<file path="src/rtl/uart_pkg.sv">
`default_nettype none
// +----------------------------------------------------------------------------+
// | uart_pkg : constants and helpers shared by the UART receive/transmit paths  |
// | Revision : 1.0                                                              |
// +----------------------------------------------------------------------------+
package uart_pkg;

    // Parity modes
    localparam int PAR_NONE = 0;
    localparam int PAR_EVEN = 1;
    localparam int PAR_ODD  = 2;

    // Receiver state encoding
    localparam logic [2:0] c_st_idle  = 3'd0;
    localparam logic [2:0] c_st_start = 3'd1;
    localparam logic [2:0] c_st_data  = 3'd2;
    localparam logic [2:0] c_st_par   = 3'd3;
    localparam logic [2:0] c_st_stop  = 3'd4;
    localparam logic [2:0] c_st_break = 3'd5;

    // 16x oversampling divisor, rounded to nearest
    function automatic int baud_div(input longint clk_hz, input longint baud);
        return int'((clk_hz + 8 * baud) / (16 * baud));
    endfunction

endpackage
`default_nettype wire

</file>
<file path="src/rtl/sync_fifo.sv">
`default_nettype none
// +----------------------------------------------------------------------------+
// | sync_fifo : single-clock first-word-fall-through FIFO                       |
// | Revision  : 1.0                                                             |
// +----------------------------------------------------------------------------+
module sync_fifo #(
    parameter int WIDTH = 8,
    parameter int DEPTH = 16
) (
    input  logic                     clk,
    input  logic                     reset,
    input  logic                     push,
    input  logic [WIDTH-1:0]         wr_data,
    input  logic                     pop,
    output logic [WIDTH-1:0]         rd_data,
    output logic                     full,
    output logic                     empty,
    output logic [$clog2(DEPTH):0]   count
);

    localparam int c_aw = $clog2(DEPTH);
    localparam logic [c_aw:0] c_full_count = (c_aw + 1)'(DEPTH);

    logic [WIDTH-1:0] r_mem [DEPTH];
    logic [c_aw-1:0]  r_wr_ptr;
    logic [c_aw-1:0]  r_rd_ptr;
    logic [c_aw:0]    r_count;
    logic             w_do_push;
    logic             w_do_pop;

    assign empty = (r_count == '0);
    assign full  = (r_count == c_full_count);
    assign count = r_count;

    // A pop on an empty FIFO is ignored; a push into a full FIFO only lands
    // when a pop frees the head slot in the same cycle.
    assign w_do_pop  = pop && !empty;
    assign w_do_push = push && (!full || w_do_pop);

    assign rd_data = empty ? '0 : r_mem[r_rd_ptr];

    always_ff @(posedge clk) begin
        if (!reset) begin
            r_wr_ptr <= '0;
            r_rd_ptr <= '0;
            r_count  <= '0;
        end else begin
            if (w_do_push) r_wr_ptr <= r_wr_ptr + c_aw'(1);
            if (w_do_pop)  r_rd_ptr <= r_rd_ptr + c_aw'(1);
            case ({w_do_push, w_do_pop})
                2'b10:   r_count <= r_count + (c_aw + 1)'(1);
                2'b01:   r_count <= r_count - (c_aw + 1)'(1);
                default: r_count <= r_count;
            endcase
        end
    end

    always_ff @(posedge clk) begin
        if (w_do_push) r_mem[r_wr_ptr] <= wr_data;
    end

endmodule
`default_nettype wire

</file>
<file path="src/rtl/uart_rx_buffered.sv">
`default_nettype none
// +----------------------------------------------------------------------------+
// | uart_rx_buffered : 16x oversampled UART receiver with FWFT receive FIFO     |
// | Revision         : 1.0                                                      |
// +----------------------------------------------------------------------------+
module uart_rx_buffered
    import uart_pkg::*;
#(
    parameter int CLK_HZ      = 50_000_000,
    parameter int BAUD        = 9600,
    parameter int DATA_BITS   = 8,
    parameter int PARITY      = 0,
    parameter int FIFO_DEPTH  = 16,
    parameter int SYNC_STAGES = 2
) (
    input  logic                          clk,
    input  logic                          reset,
    input  logic                          uart_rx,
    output logic [DATA_BITS-1:0]          rx_data,
    output logic                          rx_valid,
    input  logic                          rx_ready,
    output logic [$clog2(FIFO_DEPTH):0]   rx_count,
    output logic                          frame_err,
    output logic                          parity_err,
    output logic                          overrun,
    input  logic                          err_clear,
    output logic [7:0]                    led
);

    localparam int         c_div      = baud_div(CLK_HZ, BAUD);
    localparam logic [3:0] c_bit_last = 4'(DATA_BITS - 1);

    logic                   w_tick;
    logic [SYNC_STAGES-1:0] r_sync;
    logic                   w_rxs;
    logic [2:0]             r_state;
    logic [3:0]             r_tick_cnt;
    logic [3:0]             r_bit_cnt;
    logic [DATA_BITS-1:0]   r_shift;
    logic                   r_par_ok;
    logic                   r_frame_err;
    logic                   r_parity_err;
    logic                   r_overrun;
    logic [7:0]             r_led;
    logic                   w_par_exp;
    logic                   w_stop_sample;
    logic                   w_push;
    logic                   w_pop;
    logic                   w_full;
    logic                   w_empty;
    logic                   w_accept;
    logic [7:0]             w_led_word;

    generate
        if (c_div <= 1) begin : g_tick_every
            assign w_tick = 1'b1;
        end else begin : g_tick_div
            localparam int c_div_w = $clog2(c_div);
            localparam logic [c_div_w-1:0] c_div_last = c_div_w'(c_div - 1);
            logic [c_div_w-1:0] r_div_cnt;

            always_ff @(posedge clk) begin
                if (!reset)                     r_div_cnt <= '0;
                else if (r_div_cnt == c_div_last) r_div_cnt <= '0;
                else                            r_div_cnt <= r_div_cnt + c_div_w'(1);
            end

            assign w_tick = (r_div_cnt == c_div_last);
        end
    endgenerate

    // Preset high so reset release does not look like a start bit
    always_ff @(posedge clk) begin
        if (!reset) r_sync <= '1;
        else        r_sync <= {r_sync[SYNC_STAGES-2:0], uart_rx};
    end

    assign w_rxs = r_sync[SYNC_STAGES-1];

    assign w_par_exp = (PARITY == PAR_ODD)  ? ~(^r_shift) :
                       (PARITY == PAR_EVEN) ?  (^r_shift) : 1'b1;

    always_ff @(posedge clk) begin
        if (!reset) begin
            r_state    <= c_st_idle;
            r_tick_cnt <= '0;
            r_bit_cnt  <= '0;
            r_shift    <= '0;
            r_par_ok   <= 1'b1;
        end else if (w_tick) begin
            case (r_state)
                c_st_idle: begin
                    if (!w_rxs) begin
                        r_tick_cnt <= '0;
                        r_state    <= c_st_start;
                    end
                end
                c_st_start: begin
                    if (r_tick_cnt == 4'd7) begin
                        r_tick_cnt <= '0;
                        r_bit_cnt  <= '0;
                        r_par_ok   <= 1'b1;
                        r_state    <= w_rxs ? c_st_idle : c_st_data;
                    end else begin
                        r_tick_cnt <= r_tick_cnt + 4'd1;
                    end
                end
                c_st_data: begin
                    if (r_tick_cnt == 4'd15) begin
                        r_tick_cnt <= '0;
                        r_shift    <= {w_rxs, r_shift[DATA_BITS-1:1]};
                        if (r_bit_cnt == c_bit_last)
                            r_state <= (PARITY != PAR_NONE) ? c_st_par : c_st_stop;
                        else
                            r_bit_cnt <= r_bit_cnt + 4'd1;
                    end else begin
                        r_tick_cnt <= r_tick_cnt + 4'd1;
                    end
                end
                c_st_par: begin
                    if (r_tick_cnt == 4'd15) begin
                        r_tick_cnt <= '0;
                        r_par_ok   <= (w_rxs == w_par_exp);
                        r_state    <= c_st_stop;
                    end else begin
                        r_tick_cnt <= r_tick_cnt + 4'd1;
                    end
                end
                c_st_stop: begin
                    if (r_tick_cnt == 4'd15) begin
                        r_tick_cnt <= '0;
                        r_state    <= w_rxs ? c_st_idle : c_st_break;
                    end else begin
                        r_tick_cnt <= r_tick_cnt + 4'd1;
                    end
                end
                c_st_break: begin
                    if (w_rxs) r_state <= c_st_idle;
                end
                default: r_state <= c_st_idle;
            endcase
        end
    end

    assign w_stop_sample = w_tick && (r_state == c_st_stop) && (r_tick_cnt == 4'd15);
    assign w_push        = w_stop_sample && w_rxs && r_par_ok;
    assign w_pop         = rx_valid && rx_ready;
    assign w_accept      = w_push && (!w_full || w_pop);

    generate
        if (DATA_BITS >= 8) begin : g_led_trunc
            assign w_led_word = r_shift[7:0];
        end else begin : g_led_ext
            assign w_led_word = {{(8 - DATA_BITS){1'b0}}, r_shift};
        end
    endgenerate

    // Sticky flags: a new event in the clearing cycle keeps the flag set
    always_ff @(posedge clk) begin
        if (!reset) begin
            r_frame_err  <= 1'b0;
            r_parity_err <= 1'b0;
            r_overrun    <= 1'b0;
            r_led        <= '0;
        end else begin
            if (w_stop_sample && !w_rxs)        r_frame_err <= 1'b1;
            else if (err_clear)                 r_frame_err <= 1'b0;

            if (w_stop_sample && !r_par_ok)     r_parity_err <= 1'b1;
            else if (err_clear)                 r_parity_err <= 1'b0;

            if (w_push && w_full && !w_pop)     r_overrun <= 1'b1;
            else if (err_clear)                 r_overrun <= 1'b0;

            if (w_accept)                       r_led <= w_led_word;
        end
    end

    sync_fifo #(
        .WIDTH (DATA_BITS),
        .DEPTH (FIFO_DEPTH)
    ) u_fifo (
        .clk     (clk),
        .reset   (reset),
        .push    (w_push),
        .wr_data (r_shift),
        .pop     (w_pop),
        .rd_data (rx_data),
        .full    (w_full),
        .empty   (w_empty),
        .count   (rx_count)
    );

    assign rx_valid   = !w_empty;
    assign frame_err  = r_frame_err;
    assign parity_err = r_parity_err;
    assign overrun    = r_overrun;
    assign led        = r_led;

endmodule
`default_nettype wire

</file>
<file path="config.mk">
export PLATFORM = sky130hd
export DESIGN_NAME = uart_rx_buffered
export DESIGN_NICKNAME = d
export VERILOG_FILES = /design/src/rtl/uart_pkg.sv /design/src/rtl/sync_fifo.sv /design/src/rtl/uart_rx_buffered.sv
export SDC_FILE = /design/constraint.sdc
export NUM_CORES = 1
export LEC_CHECK = 0
export ABC_AREA = 1
export CAP_MARGIN = 0
export CORE_ASPECT_RATIO = 1.1
export CORE_MARGIN = 1.5
export CORE_UTILIZATION = 60
export CTS_CLUSTER_DIAMETER = 150
export CTS_CLUSTER_SIZE = 14
export DETAILED_ROUTE_END_ITERATION = 10
export PLACE_DENSITY = 0.89
export SLEW_MARGIN = 20
export SYNTH_ARGS = -nofsm -noshare
export SYNTH_HDL_FRONTEND = slang
export SYNTH_SLANG_ARGS = --single-unit
</file>
<file path="constraint.sdc">
create_clock -name clk -period 2.79 [get_ports clk]
set_input_delay 0.837 -clock clk [delete_from_list [all_inputs] [get_ports clk]]
set_output_delay 0.837 -clock clk [all_outputs]
set_load 0.005 [all_outputs]
</file>
==> results of run 1 <==
==> final cells by class <==
type | instances | area [sq um] | share of cell area (%)
Sequential cell | 187 | 5030 | 51.9
Multi-Input combinational cell | 527 | 2780 | 28.7
Clock inverter | 8 | 93.8 | 0.969
Tap cell | 157 | 196 | 2.03
Timing Repair Buffer | 92 | 923 | 9.53
Inverter | 50 | 199 | 2.05
Clock buffer | 24 | 462 | 4.77
==> flip-flops by register name, indices dropped and copies added (netlist names), 5 cells and up, named ones only <==
signal,cells
led,8
g_tick_div.r_div_cnt,9
u_fifo.count,5
r_shift,8
u_fifo.r_mem,128
==> synthesized netlist by cell type, drive strengths merged <==
library cell,number,area share [%]
a21o,1,0.094
nand4,7,0.63
xnor2,1,0.11
ha,12,1.9
dfxtp,59,15
or2,4,0.31
o31ai,8,0.75
o221ai,8,0.88
o21ai,73,4.6
a21oi,47,3.0
a211oi,1,0.094
o211ai,9,0.85
edfxtp,128,48
nand2,129,6.4
nand3,44,3.0
o21a,2,0.19
nor2,162,8.3
nor3,5,0.31
clkbuf,19,0.91
nand3b,1,0.094
buf,12,0.88
xor2,7,0.77
nor3b,3,0.28
inv,48,2.3
and3,2,0.16
clkinv,2,0.094
nor4,1,0.079
==> kinds of logic after synthesis <==
family | count (synthesis) | synth area share, %
AOI/OAI and AO/OA | 149 | 10.4
xor gates and xnor gates | 8 | 0.880
adders and majority gates | 12 | 1.89
buffers and inverters | 81 | 4.15
DFF | 187 | 63.1
and+or+nand+nor | 358 | 19.6
==> routing by layer <==
layer	global-route usage [%]	part of all wire (%)	up-vias
li1	-	-	2885
met1	34.2	37	3059
met2	50.2	50	429
met3	7.45	9.6	57
met4	13.3	3.0	0
met5	0	0	-
==> worst register-to-register path, stage by stage (launching register included) <==
cell     delay, ns
dfxtp_1       0.32
inv_1         0.06
ha_1          0.16
nand2_1       0.09
inv_2         0.08
nand2_2       0.08
nor2_8        0.16
nand4_4       0.11
nor2_4        0.12
inv_2         0.04
ha_1          0.24
xor2_2        0.20
ha_1          0.17
a21o_1        0.15
nand2_1       0.08
o21ai_1       0.15
nand2_1       0.06
nand2_1       0.06
nand2_1       0.04
a21oi_1       0.11
==> repair_timing <==
action                                  in CTS  in global routing
pin swaps                                   23                 31
cloned                                       3                  2
endpoints found under the setup margin       9                 10
buffers inserted                             9                  9
resized for setup                           45                 52
==> how the worst min path moves through the flow <==
stage | start | end | cells past startpoint | slack [ns]
after floorplan | r_sync[0] | r_sync[1] | 1 | 0.39
after global placement | r_sync[0] | r_sync[1] | 1 | 0.40
after detailed placement | r_sync[0] | r_sync[1] | 1 | 0.42
after CTS | r_sync[0] | r_sync[1] | 1 | 0.44
after global routing | g_tick_div.r_div_cnt[0] | g_tick_div.r_div_cnt[0] | 1 | 0.45
final | r_sync[0] | r_sync[1] | 1 | 0.43
==> stage by stage <==
step / util, % / power [mW] / hold slack [ns]
2_1_floorplan: - / 4.32 / 0.393
3_3_place_gp: 67.8 / 5.29 / 0.400
3_5_place_dp: 67.8 / 5.35 / 0.421
4_1_cts: 74.0 / 7.90 / 0.437
5_1_grt: 75.6 / 8.56 / 0.450
6_report: 75.6 / 8.27 / 0.435
==> power by group through the flow <==
stage	logic, mW	clock network [mW]	registers [mW]
floorplan	1.20	0	3.12
global placement	2.16	0	3.13
detailed placement	2.22	0	3.13
CTS	2.50	2.32	3.08
global route	3.04	2.42	3.10
finish	2.87	2.32	3.09
==> flow_summary_export.csv, run 1 <==
group,metric,value,unit
status,status,"finished with violations",
status,violations,"negative setup slack",
placed_design,placed_cells,992,
hold_path,hold_class,"flip-flop to flip-flop",
clock_tree,cts_buffers,17,
global_route,grt_pass1_wl,30400,um
worst_setup_path,ff2ff_setup_slack,0.24,ns
power_and_ir_drop,sequentialPowerShare,37.4,%
run,maxCapViolCount,0,
logic_synthesis,synth_cells,795,
die,rows,43,
power_and_ir_drop,p_int,5.62,mW
detailed_routing,drtIter0Drc,659,
worst_setup_path,slowest_delay,0.46,ns
worst_setup_path,rr_worst_depth,19,
detailed_routing,drc,0,
die,start_util,62.2,%
power_and_ir_drop,clock_power_share,28.0,%
sta,rsz0062_at_grt,"yes",
die,die_h,124,um
worst_setup_path,path_class,"flip-flop to output pin",
final_layout,final_common_cell,"nor2_1",
sta,finalMaxSlewViolations,0,
global_route,antenna_found_initial,0,
final_layout,fin_cells,1045,
power_and_ir_drop,comb_power_share,34.6,%
logic_synthesis,synth_seq_cells,187,
placed_design,dp_hpwl,11700,um
sta,clock_skew,0.0114,ns
worst_setup_path,rr_endpoint,"u_fifo.count[4]",
worst_setup_path,cpLargestDelayFamily,"compound AO/OA/AOI/OAI gates",
detailed_routing,drtPass1Iterations,5,
sta,finalSetupTns,-0.166,ns
global_route,grt_max_degree,33,
power_and_ir_drop,powerDensity,854,mW/mm^2
placed_design,dpl_cell_area,0.00869,sq mm
sta,finalHoldViolCount,0,
clock_tree,insertion_delay,0.43,ns
worst_setup_path,crit_required,1.95,ns
logic_synthesis,syn_area_per_cell,10.0,sq um
die,core,0.0128,sq mm
sta,setup_viol,5,
sta,fin_crit_sh,101,%
final_layout,num_antenna_cells,0,
final_layout,drive_gt1_share,19.1,%
die,die_w,113,um
global_route,grt_pass1_vias,5996,
clock_tree,cts_buffer_depth,2,
detailed_routing,post_drt_wl_per_cell,19.7,um
power_and_ir_drop,switchingPower,2.66,mW
detailed_routing,via_count,6430,
global_route,grt_overflow,0,
worst_setup_path,cp.arrival,1.99,ns
worst_setup_path,crit_slowest_cell,"dfxtp_4",
worst_setup_path,crit_end,"rx_data[1]",
clock_tree,hold_buffers,0,
global_route,grt_usage,28.9,%
clock_tree,cts_tree,"yes",
worst_setup_path,worst_setup_path_start_kind,"flip-flop",
logic_synthesis,ys_types,41,
detailed_routing,wirelength,20600,um
power_and_ir_drop,ir_worst_vdd,798,uV
logic_synthesis,synth_fp_nets,812,
final_layout,postLayoutCellArea,0.00969,sq mm
sta,final.min_clock_period,2.83,ns
power_and_ir_drop,swShare,32.1,%
placed_design,globalplace.congestion,0.862,
clock_tree,htree_levels,4,
clock_tree,clock_sink_count,187,
die,dieArea,0.0140,sq mm
placed_design,pre_cts_slack,-0.242,ns
final_layout,final_cell_mix,"nor2_1, edfxtp_1, nand2_1",
final_layout,fin_nets,892,
placed_design,port_buffers,29,
worst_setup_path,path_cells,"buf_6 -> buf_16 -> o21ai_0 -> o221ai_2 -> nand3_1 -> a21oi_2 -> buf_2",
final_layout,area_delta_synth_final,21.6,%
power_and_ir_drop,p_leak,3.94,nW
sta,fmax,0.353,GHz
sta,worst_slew_pin_slew,0.844,ns
clock_tree,clk_pin_slew_worst_paths,0.06,ns
clock_tree,cts_root_buffer,"clkbuf_16",
sta,maxSlewHeadroom,43.6,%
logic_synthesis,yosysSeqAreaShare,63.1,%
worst_setup_path,end_kind,"output pin",
sta,setup_ws,-0.0395,ns
detailed_routing,antenna_left,0,
worst_setup_path,cp_max_fo,8,
logic_synthesis,ys_warn_count,0,
final_layout,fillCellCount,731,
worst_setup_path,rr_startpoint,"g_tick_div.r_div_cnt[1]",
worst_setup_path,path_depth,7,
die,ios,30,
logic_synthesis,netlist_area,0.00796,sq mm
detailed_routing,viasPerCell,6.15,
worst_setup_path,crit_buf_inv,3,
No activity file was read; power rests on OpenSTA's default activity.
==> run 2, diff against run 1 <==
CORE_UTILIZATION = 55   (was 60)
CTS_CLUSTER_DIAMETER = 50   (was 150)
PLACE_DENSITY = 0.83   (was 0.89)
==> flow_summary_export.csv, run 2 (synthesis gave the netlist of run 1 again) <==
group,metric,value,unit
die,dieArea,0.0152,sq mm
final_layout,fillCellCount,1008,
global_route,grt_pass1_wl,29500,um
worst_setup_path,end_kind,"output pin",
die,ios,30,
placed_design,globalplace.congestion,0.877,
clock_tree,clock_sink_count,187,
detailed_routing,drc,0,
worst_setup_path,rr_worst_depth,18,
global_route,grt_overflow,0,
placed_design,dp_hpwl,11100,um
clock_tree,htree_levels,4,
clock_tree,insertion_delay,0.43,ns
global_route,antenna_found_initial,0,
run,maxCapViolCount,0,
status,violations,"negative setup slack",
sta,fin_crit_sh,101,%
sta,setup_ws,-0.0332,ns
final_layout,reg.largest.list,"u_fifo.r_mem x128, g_tick_div.r_div_cnt x9",
power_and_ir_drop,powerDensity,835,mW/mm^2
sta,fmax,0.354,GHz
clock_tree,cts_root_buffer,"clkbuf_16",
worst_setup_path,ff2ff_setup_slack,0.30,ns
power_and_ir_drop,p_leak,3.90,nW
clock_tree,cts_tree,"yes",
detailed_routing,post_drt_wl_per_cell,18.2,um
power_and_ir_drop,swShare,32.7,%
worst_setup_path,rr_endpoint,"u_fifo.count[4]",
worst_setup_path,crit_required,1.95,ns
sta,maxSlewHeadroom,46.8,%
final_layout,largest_reg_flops,128,
clock_tree,cts_buffer_depth,2,
worst_setup_path,cp.arrival,1.99,ns
global_route,grt_max_degree,33,
detailed_routing,wirelength,19400,um
detailed_routing,antenna_left,0,
power_and_ir_drop,comb_power_share,34.1,%
worst_setup_path,rr_startpoint,"g_tick_div.r_div_cnt[0]",
final_layout,final_common_cell,"nor2_1",
sta,holdWs,0.422,ns
power_and_ir_drop,sequentialPowerShare,38.5,%
placed_design,pre_cts_slack,-0.172,ns
global_route,grt_pass1_vias,5641,
die,die_h,129,um
worst_setup_path,slowest_delay,0.44,ns
worst_setup_path,cp_max_fo,13,
hold_path,hold_start,"r_sync[0]",
status,status,"finished with violations",
final_layout,final_cell_mix,"nor2_1, edfxtp_1, nand2_1",
sta,clock_skew,0.00729,ns
final_layout,fin_nets,881,
hold_path,whs_endpoint,"r_sync[1]",
placed_design,port_buffers,29,
global_route,grt_usage,25.6,%
final_layout,num_antenna_cells,0,
sta,setup_viol,1,
power_and_ir_drop,ir_worst_vdd,799,uV
clock_tree,clk_pin_slew_worst_paths,0.06,ns
power_and_ir_drop,clock_power_share,27.4,%
power_and_ir_drop,p_int,5.44,mW
final_layout,area_delta_synth_final,21.5,%
sta,rsz0062_at_grt,"yes",
power_and_ir_drop,switchingPower,2.64,mW
final_layout,largest_register,"u_fifo.r_mem",
sta,worst_slew_pin_slew,0.796,ns
die,die_w,118,um
hold_path,hold_class,"flip-flop to flip-flop",
detailed_routing,drtPass1Iterations,7,
hold_path,min_path_cells,1,
detailed_routing,viasPerCell,5.75,
sta,finalMaxSlewViolations,0,
worst_setup_path,worst_setup_path_start_kind,"flip-flop",
die,start_util,57.0,%
worst_setup_path,path_cells,"buf_6 -> buf_12 -> o21ai_2 -> o221ai_2 -> nand3_2 -> a21oi_2 -> buf_2",
detailed_routing,drtIter0Drc,707,
clock_tree,cts_buffers,17,
sta,finalHoldViolCount,0,
die,rows,45,
clock_tree,hold_buffers,0,
worst_setup_path,crit_slowest_cell,"dfxtp_4",
final_layout,drive_gt1_share,18.8,%
die,core,0.0140,sq mm
worst_setup_path,path_class,"flip-flop to output pin",
detailed_routing,via_count,6122,
sta,final.min_clock_period,2.82,ns
==> run 2: changes by cell type in the layout (fill, tap and decap cells not counted), sizes merged <==
cell      previous run  this run
clkinv               6         8
bufinv               2         0
clkinvlp             3         2
buf                 66        57
inv                 47        49
clkbuf              29        26
==> run 2: layout make-up <==
| class | count | area (sq um) | area share (%) |
|---|---|---|---|
| multi-input combinational | 527 | 2800 | 28.9 |
| inverter | 50 | 199 | 2.06 |
| tap | 188 | 235 | 2.43 |
| timing repair buffer | 81 | 875 | 9.04 |
| clock inverter | 9 | 63.8 | 0.659 |
| clock buffer | 23 | 478 | 4.94 |
| sequential | 187 | 5030 | 52.0 |
==> run 2: worst max-delay path by stage <==
stage	end	slack (ns)	cells past startpoint
after global routing	rx_data[5]	-0.09	9
after detailed placement	u_fifo.count[4]	-0.17	16
after CTS	rx_data[6]	-0.05	9
after global placement	u_fifo.count[4]	-0.14	16
after floorplan	u_fifo.count[4]	0.19	17
final	rx_data[1]	-0.03	7
==> run 2: power by group through the flow <==
stage	registers [mW]	logic [mW]	clock network, mW
finish	3.11	2.75	2.21
CTS	3.10	2.51	2.23
global route	3.12	2.96	2.34
global placement	3.14	2.11	0
floorplan	3.12	1.20	0
detailed placement	3.15	2.19	0
==> run 2: repair_timing <==
| action | CTS | global route |
|---|---|---|
| cloned | 5 | 3 |
| setup buffers | 4 | 2 |
| resized for setup | 70 | 37 |
| endpoints found under the hold margin | 0 | 0 |
| pin swaps | 29 | 23 |
| endpoints found under the setup margin | 8 | 10 |
==> run 2: per-layer routing <==
layer	vias up	wire (um)	global-route usage, %
met5	-	0	0
li1	2876	-	-
met1	2877	7720	32.1
met2	323	9600	43.6
met4	0	612	10.5
met3	46	1470	5.77
==> run 2: critical path: cells and delay by family (launching register included) <==
kind / cells / cell delay, ns
AO/OA/AOI/OAI: 3 / 0.56
buffers and inverters: 3 / 0.40
flip-flops: 1 / 0.44
AND/OR/NAND/NOR: 1 / 0.16
==> run 2: per-stage QoR <==
stage                     setup TNS [ns]  util [%]  power (mW)  instance area, sq um  std cells
after detailed placement          -0.454      62.2        5.34                  8690       1020
after global placement            -0.286      62.2        5.26                  8690       1020
after floorplan                        0         -        4.32                  7960        795
final                            -0.0332      69.3        8.08                  9680       1065
after CTS                         -0.133      68.1        7.84                  9500       1061
after global routing              -0.440      69.3        8.42                  9680       1065
==> run 3, diff against run 2 <==
SLEW_MARGIN = 10   (was 20)
==> results of run 3 <==
No change in the layout: final DEF, timing and power equal those of run 2.
